**src/rtl/ex_muldiv_ctrl.sv**
```systemverilog
// Iterative unsigned mul/mulhu/divu/remu sequencer beside the EX stage (32 iterations).
// Optional `MULDIV_FASTPATH_EN: zero-operand ops skip the iteration loop.
module ex_muldiv_ctrl #(
    parameter int unsigned XLEN  = 32,
    parameter int unsigned CNT_W = 5
) (
    input  logic            clk,
    input  logic            rst,
    input  logic            valid_i,
    input  logic [4:0]      ALUop_i,
    input  logic [XLEN-1:0] Oprend1,
    input  logic [XLEN-1:0] Oprend2,
    input  logic [4:0]      WriteDataNum_i,
    input  logic            flush_i,
    output logic            stall_o,
    output logic            busy_o,
    output logic            done_o,
    output logic            WriteReg_o,
    output logic [4:0]      WriteDataNum_o,
    output logic [XLEN-1:0] WriteData_o
);

    typedef enum logic [1:0] {StIdle, StBusy, StDone} state_e;

    state_e            r_state, w_state_n;
    logic [CNT_W-1:0]  r_cnt, w_cnt_n;
    logic [1:0]        r_op, w_op_n;
    logic [XLEN-1:0]   r_opa, w_opa_n;
    logic [XLEN-1:0]   r_hi, w_hi_n;
    logic [XLEN-1:0]   r_lo, w_lo_n;
    logic [4:0]        r_wnum, w_wnum_n;
    logic [4:0]        r_wnum_o, w_wnum_o_n;
    logic [XLEN-1:0]   r_wdata, w_wdata_n;

    logic              w_is_md, w_accept;
    logic [XLEN:0]     w_msum, w_rsh, w_rdiff;
    logic              w_rge;
    logic [XLEN-1:0]   w_hi_it, w_lo_it;

    assign w_is_md  = (ALUop_i[4:3] == 2'b11) && !ALUop_i[2];
    assign w_accept = valid_i && w_is_md && !flush_i;

    // r_op[1] selects divide; r_op[0] selects the high half (mulhu) or remainder (remu).
    assign w_msum  = {1'b0, r_hi} + (r_lo[0] ? {1'b0, r_opa} : '0);
    assign w_rsh   = {r_hi, r_lo[XLEN-1]};
    assign w_rge   = w_rsh >= {1'b0, r_opa};
    assign w_rdiff = w_rsh - {1'b0, r_opa};

    always_comb begin
        if (r_op[1]) begin
            w_hi_it = w_rge ? w_rdiff[XLEN-1:0] : w_rsh[XLEN-1:0];
            w_lo_it = {r_lo[XLEN-2:0], w_rge};
        end else begin
            w_hi_it = w_msum[XLEN:1];
            w_lo_it = {w_msum[0], r_lo[XLEN-1:1]};
        end
    end

`ifdef MULDIV_FASTPATH_EN
    logic            w_fast;
    logic [XLEN-1:0] w_fast_res;
    assign w_fast     = (Oprend2 == '0) || ((Oprend1 == '0) && !ALUop_i[1]);
    assign w_fast_res = !ALUop_i[1] ? '0 : (ALUop_i[0] ? Oprend1 : '1);
`endif

    always_comb begin
        w_state_n  = r_state;
        w_cnt_n    = r_cnt;
        w_op_n     = r_op;
        w_opa_n    = r_opa;
        w_hi_n     = r_hi;
        w_lo_n     = r_lo;
        w_wnum_n   = r_wnum;
        w_wnum_o_n = r_wnum_o;
        w_wdata_n  = r_wdata;
        unique case (r_state)
            StIdle: begin
                if (w_accept) begin
                    w_op_n    = ALUop_i[1:0];
                    w_opa_n   = ALUop_i[1] ? Oprend2 : Oprend1;
                    w_lo_n    = ALUop_i[1] ? Oprend1 : Oprend2;
                    w_hi_n    = '0;
                    w_wnum_n  = WriteDataNum_i;
                    w_cnt_n   = '0;
                    w_state_n = StBusy;
`ifdef MULDIV_FASTPATH_EN
                    if (w_fast) begin
                        w_state_n  = StDone;
                        w_wdata_n  = w_fast_res;
                        w_wnum_o_n = WriteDataNum_i;
                    end
`endif
                end
            end
            StBusy: begin
                if (flush_i) begin
                    w_state_n = StIdle;
                    w_cnt_n   = '0;
                end else begin
                    w_hi_n  = w_hi_it;
                    w_lo_n  = w_lo_it;
                    w_cnt_n = r_cnt + 1'b1;
                    if (r_cnt == '1) begin
                        w_state_n  = StDone;
                        w_wdata_n  = r_op[0] ? w_hi_it : w_lo_it;
                        w_wnum_o_n = r_wnum;
                    end
                end
            end
            StDone:  w_state_n = StIdle;
            default: w_state_n = StIdle;
        endcase
    end

    always_ff @(posedge clk) begin
        if (!rst) begin
            r_state  <= StIdle;
            r_cnt    <= '0;
            r_op     <= '0;
            r_opa    <= '0;
            r_hi     <= '0;
            r_lo     <= '0;
            r_wnum   <= '0;
            r_wnum_o <= '0;
            r_wdata  <= '0;
        end else begin
            r_state  <= w_state_n;
            r_cnt    <= w_cnt_n;
            r_op     <= w_op_n;
            r_opa    <= w_opa_n;
            r_hi     <= w_hi_n;
            r_lo     <= w_lo_n;
            r_wnum   <= w_wnum_n;
            r_wnum_o <= w_wnum_o_n;
            r_wdata  <= w_wdata_n;
        end
    end

    assign stall_o        = (r_state == StIdle && w_accept) || (r_state == StBusy);
    assign busy_o         = (r_state == StBusy);
    assign done_o         = (r_state == StDone) && !flush_i;
    assign WriteReg_o     = done_o;
    assign WriteDataNum_o = r_wnum_o;
    assign WriteData_o    = r_wdata;

endmodule

```
**config.mk**
```make
export PLATFORM = sky130hd
export DESIGN_NAME = ex_muldiv_ctrl
export DESIGN_NICKNAME = d
export VERILOG_FILES = /design/src/rtl/ex_muldiv_ctrl.sv
export SDC_FILE = /design/constraint.sdc
export NUM_CORES = 1
export LEC_CHECK = 0
export BUFFER_PORTS_ARGS = -buffer_cell sky130_fd_sc_hd__buf_2
export CELL_PAD_IN_SITES_DETAIL_PLACEMENT = 1
export CELL_PAD_IN_SITES_GLOBAL_PLACEMENT = 1
export CORE_ASPECT_RATIO = 1.25
export CORE_UTILIZATION = 40
export DETAILED_ROUTE_END_ITERATION = 7
export PLACE_DENSITY = 0.86
export SYNTH_ARGS = -nofsm -noshare
export SYNTH_HDL_FRONTEND = slang
export SYNTH_SLANG_ARGS = --single-unit
```
**constraint.sdc**
```tcl
create_clock -name clk -period 2.9 [get_ports clk]
set_input_delay 0.58 -clock clk [delete_from_list [all_inputs] [get_ports clk]]
set_output_delay 0.58 -clock clk [all_outputs]
set_load 0.02 [all_outputs]
```
==> flow_metrics.py, run 1 <==
metrics = {
    "outcome": {
        "status": "did not finish",
        "lastStage": "global routing",
        "error": "[ERROR GRT-0232] Routing congestion too high. Check the congestion heatmap in the GUI.",
    },
    "logic_synthesis": {
        "syn_nets": 1637,
        "synth_largest_area_cell": "dfxtp_1",
        "synth.avg_cell_area_um2": 7.57,
        "ys_seq_area_share_pct": 26.1,
        "ys_warn_count": 0,
        "synthFlopType": "dfxtp_1",
        "synth_cells": 1491,
        "synth_top_area_share_pct": 26.1,
        "syn_area_mm2": 0.0113,
        "synth_seq_cells": 147,
        "async_flop_share_pct": 0,
        "synth.area.top_cells": "dfxtp_1 26%, a21oi_1 7.6%, ha_1 7.3%",
        "yosysUniqueCellTypes": 78,
        "synth_edf_count": 0,
    },
    "floorplanning": {
        "num_io_pins": 119,
        "initial_core_util_pct": 40.8,
        "rows": 68,
        "die_y_um": 190,
        "die-width_um": 152,
    },
    "clock_tree": {
        "numCtsBuffers": 17,
        "htreeDepth": 4,
        "holdBufCountCts": 0,
        "cts_max_path_buffers": 2,
        "root_buffer": "clkbuf_16",
        "cts_sinks": 147,
    },
    "global_route": {
        "grt-ovfl-total": 45,
        "grt_usage_pct": 82.8,
        "grt_max_degree": 94,
        "grt_antenna_before_repair": 14,
    },
    "timing": {
        "worstEpCategory": "register data pin",
        "worst_endpoint": "WriteData_o[30]$_SDFFE_PN0P_/D",
    },
    "placed_design": {
        "dpl.cell_count": 2135,
        "port_buffers": 118,
        "hpwl_um": 38600,
        "gp_congestion": 0.970,
        "place_area_mm2": 0.0142,
        "place_ws_ns": -0.588,
    },
}
==> routing by layer <==
metal	overflow	global-route usage (%)
met5	0	47.3
met4	24	87.6
met3	1	73.0
met2	20	96.0
met1	0	79.5
==> synthesized netlist by cell type (3+ instances only) <==
cell type / n
a21o_1: 23
nand2b_1: 10
clkbuf_1: 79
o221ai_1: 3
nor3_1: 35
or2_2: 3
o211ai_1: 14
nor4_1: 5
a211oi_1: 48
a21oi_1: 171
mux2i_1: 75
ha_1: 66
xor2_1: 20
a31oi_1: 21
buf_2: 6
mux2_2: 19
or4_1: 4
or3_1: 8
o2bb2ai_1: 3
xnor2_1: 29
buf_4: 6
o21a_1: 14
a221oi_1: 3
o31a_1: 5
o21ai_0: 65
a22oi_1: 3
o21ai_1: 6
o21bai_1: 9
buf_1: 10
and2_1: 37
and3_1: 20
inv_1: 56
dfxtp_1: 147
a2111oi_0: 6
a311oi_1: 9
o31ai_1: 6
nand3_1: 39
nor2b_1: 28
a211o_1: 28
nand4_1: 14
o311a_1: 6
nor2_1: 172
nand2_1: 115
==> kinds of logic after synthesis <==
logic type,count (synthesis),share of synthesized area [%]
mux,97,8.95
flops,147,26.1
fa+ha+maj,68,7.67
simple gates,502,20.9
buf+inv,159,5.62
compound gates,469,27.0
xor+xnor,49,3.80
==> repair_timing <==
action                     in CTS
setup endpoints to repair      65
buffers inserted               32
pin swaps                     140
hold endpoints to repair        0
gates resized for setup       298
cloned                          3
==> stage by stage <==
step / util (%) / setup TNS (ns)
floorplan: - / -0.196
global placement: 51.4 / -9.92
detailed placement: 51.4 / -17.63
CTS: 59.5 / -9.74
==> run 2: changes to the inputs <==
==> config.mk (replaced) <==
export PLATFORM = sky130hd
export DESIGN_NAME = ex_muldiv_ctrl
export DESIGN_NICKNAME = d
export VERILOG_FILES = /design/src/rtl/ex_muldiv_ctrl.sv
export SDC_FILE = /design/constraint.sdc
export NUM_CORES = 1
export LEC_CHECK = 0
export BUFFER_PORTS_ARGS = -buffer_cell sky130_fd_sc_hd__buf_2
export CORE_UTILIZATION = 40
export DETAILED_ROUTE_END_ITERATION = 7
export PLACE_DENSITY_LB_ADDON = 0.15
export SYNTH_ARGS = -nofsm -noshare
export SYNTH_HDL_FRONTEND = slang
export SYNTH_SLANG_ARGS = --single-unit
==> constraint.sdc (replaced) <==
create_clock -name clk -period 3.8 [get_ports clk]
set_input_delay 0.76 -clock clk [delete_from_list [all_inputs] [get_ports clk]]
set_output_delay 0.76 -clock clk [all_outputs]
set_load 0.02 [all_outputs]
==> run 2 against run 1 <==
The run now ends clean. Synthesized area unchanged. Synthesized cell count did not move.
==> flow_metrics.py, run 2 <==
metrics = {
    "global_route": {
        "grt_first_pass_wirelength_um": 63600,
        "grt_max_degree": 62,
        "grt-ovfl-total": 0,
        "grt_antenna_before_repair": 0,
        "grt_usage_pct": 29.2,
        "grt_pass1_vias": 10646,
    },
    "logic_synthesis": {
        "synth_largest_area_cell": "dfxtp_1",
        "synth_cells": 1491,
        "synth_most_common_cell": "nor2_1",
        "ys_warn_count": 0,
        "synth_edf_count": 0,
        "synth_top_area_share_pct": 26.1,
        "synthTopCellsByCount": "172 x nor2_1, 171 x a21oi_1, 147 x dfxtp_1, 115 x nand2_1, 79 x clkbuf_1",
        "synthFlopType": "dfxtp_1",
        "ys_seq_area_share_pct": 26.1,
        "async_flop_share_pct": 0,
        "synth.avg_cell_area_um2": 7.57,
        "syn_area_mm2": 0.0113,
        "yosysUniqueCellTypes": 78,
        "synth.area.top_cells": "dfxtp_1 26%, a21oi_1 7.6%, ha_1 7.3%",
        "syn_nets": 1637,
        "synth_seq_cells": 147,
    },
    "power": {
        "power_density_mw_per_mm2": 301,
        "power_report.internal_total_mw": 2.80,
        "p_leak_nw": 5.61,
        "net-switching-power_mw": 1.15,
        "switching_share_pct": 29.0,
        "power_frac_comb_pct": 18.4,
        "vdd_ir_drop_max_mv": 0.212,
        "totalPowerFinal_mw": 3.94,
        "p_clk_share_pct": 41.8,
        "power_frac_seq_pct": 39.8,
    },
    "min_path": {
        "hold_path_depth": 2,
        "hold_path_class": "reg -> reg",
        "hold_start": "r_wnum[0]$_SDFFE_PN0P_",
        "holdPathEnd": "r_wnum[0]$_SDFFE_PN0P_",
    },
    "detailed_routing": {
        "drc": 0,
        "drt_iter0_markers": 1065,
        "ant_nets": 0,
        "wire_per_inst_um": 21.1,
        "firstDrtPassIters": 8,
        "vias": 11588,
        "drt_wl_total_um": 41800,
        "routed_via_density": 5.83,
    },
    "timing": {
        "setup_viol": 0,
        "max_freq_mhz": 273,
        "fin_setup_tns_ns": 0,
        "rsz0062_at_grt": "false",
        "final-hold-violation-count": 0,
        "holdWs_ns": 0.452,
        "worst_pin_slew_ns": 0.770,
        "finClkSkew_ns": 0.0115,
        "period_share_pct": 96.3,
        "setup_ws_ns": 0.141,
        "report.final.slew_viol_count": 0,
        "relSlewSlack_pct": 48.6,
        "fin_crit_ns": 3.66,
    },
    "floorplanning": {
        "initial_core_util_pct": 40.6,
        "num_io_pins": 119,
        "die-width_um": 170,
        "core_region_area_mm2": 0.0278,
        "die_area_mm2": 0.0289,
        "rows": 61,
        "die_y_um": 170,
    },
    "clock_tree": {
        "clkTransAtPathRegs_ns": 0.06,
        "root_buffer": "clkbuf_16",
        "cts_sinks": 147,
        "numCtsBuffers": 17,
        "clk_latency_ns": 0.44,
        "cts_tree": "yes",
        "holdBufCountCts": 0,
        "htreeDepth": 4,
        "cts_max_path_buffers": 2,
    },
    "cells_and_area": {
        "finish.utilization_pct": 47.1,
        "fin_cells": 1986,
        "nNetsFinal": 1741,
        "syn2layout_area_growth_pct": 16.0,
        "layout_common_cells": "171 x a21oi_1, 170 x nor2_1, 146 x dfxtp_1, 117 x buf_2, 114 x nand2_1",
        "layout_commonest_cell": "a21oi_1",
        "diodes": 0,
        "drive_gt1_share_pct": 16.1,
        "final_area_mm2": 0.0131,
    },
    "worst_setup_path": {
        "rr_worst_depth": 13,
        "critPathKind": "reg -> reg",
        "critPathCaptureType": "flip-flop",
        "reg2reg_slack_ns": 0.14,
        "worstPathMaxFanout": 9,
        "rr_startpoint": "r_opa[18]$_SDFFE_PN0P_",
        "arrival_ns": 4.03,
        "start_kind": "flip-flop",
        "crit_required_ns": 4.17,
        "rr_endpoint": "WriteData_o[20]$_SDFFE_PN0P_",
    },
    "run": {
        "maxCapViolCount": 0,
    },
    "placed_design": {
        "port_buffers": 118,
        "dpl.cell_count": 1951,
        "gp_congestion": 0.925,
        "hpwl_um": 32000,
        "place_ws_ns": 0.0429,
        "place_area_mm2": 0.0125,
    },
    "outcome": {
        "status": "finished, final reports clean",
    },
}
## run 2: how the worst max path moves through the flow
stage | start | endpoint | slack [ns] | cells past startpoint
detailed placement | r_lo[31]$_SDFFE_PN0P_ | WriteData_o[24]$_SDFFE_PN0P_ | 0.04 | 15
global route | r_lo[0]$_SDFFE_PN0P_ | WriteData_o[30]$_SDFFE_PN0P_ | 0.005 | 13
floorplan | r_lo[0]$_SDFFE_PN0P_ | r_hi[30]$_SDFFE_PN0P_ | 0.68 | 14
finish | r_opa[18]$_SDFFE_PN0P_ | WriteData_o[20]$_SDFFE_PN0P_ | 0.14 | 13
CTS | r_lo[31]$_SDFFE_PN0P_ | WriteData_o[24]$_SDFFE_PN0P_ | 0.07 | 15
global placement | r_lo[31]$_SDFFE_PN0P_ | WriteData_o[24]$_SDFFE_PN0P_ | 0.02 | 15
## run 2: routing by layer
layer / GRT usage [%] / vias to the layer above / share of wire, %
met3: 4.88 / 51 / 8.0
met1: 42.7 / 5440 / 48
li1: - / 5614 / -
met5: 0 / - / 0
met4: 7.48 / 0 / 1.8
met2: 43.7 / 483 / 43
## run 2: cell type report
cell class,count,area (um2)
timing repair buffer,187,1120
multi-input combinational,1185,7780
fill,2863,14700
clock inverter,8,75.1
inverter,57,215
tap,378,473
clock buffer,24,482
sequential,147,2950
## run 2: kinds of logic after synthesis
kind of cell             after synthesis  share of synthesized area [%]
adder cells (fa/ha/maj)               68                           7.67
AND/OR/NAND/NOR                      502                           20.9
buffers and inverters                159                           5.62
XOR/XNOR                              49                           3.80
multiplexers                          97                           8.95
flip-flops                           147                           26.1
AO/OA/AOI/OAI                        469                           27.0
## run 2: worst max-delay path, cell delays in order (launching register included)
cell and delay [ns]:
dfxtp_1 0.45, inv_1 0.08, ha_1 0.39, and3_1 0.24, and3b_1 0.31, nand4_1 0.12
nor4_1 0.39, nor4_1 0.16, nand2_1 0.21, nor2_2 0.06, buf_4 0.20, or4_1 0.59
and4_1 0.26, o21ai_1 0.12
## run 2: timing repair
item                       in CTS  in global routing
resized for setup               1                 11
setup endpoints to repair       1                 20
pin swaps                       0                  1
setup buffers                   0                  3
## run 2: power groups by stage
stage          Clock (mW)  Combinational, mW  Sequential (mW)
3_5_place_dp            0              0.684             1.60
6_report             1.65              0.726             1.57
5_1_grt              1.73              0.780             1.57
3_3_place_gp            0              0.688             1.60
2_1_floorplan           0              0.445             1.60
4_1_cts              1.66              0.690             1.57
(Power assumes the default switching activity.)
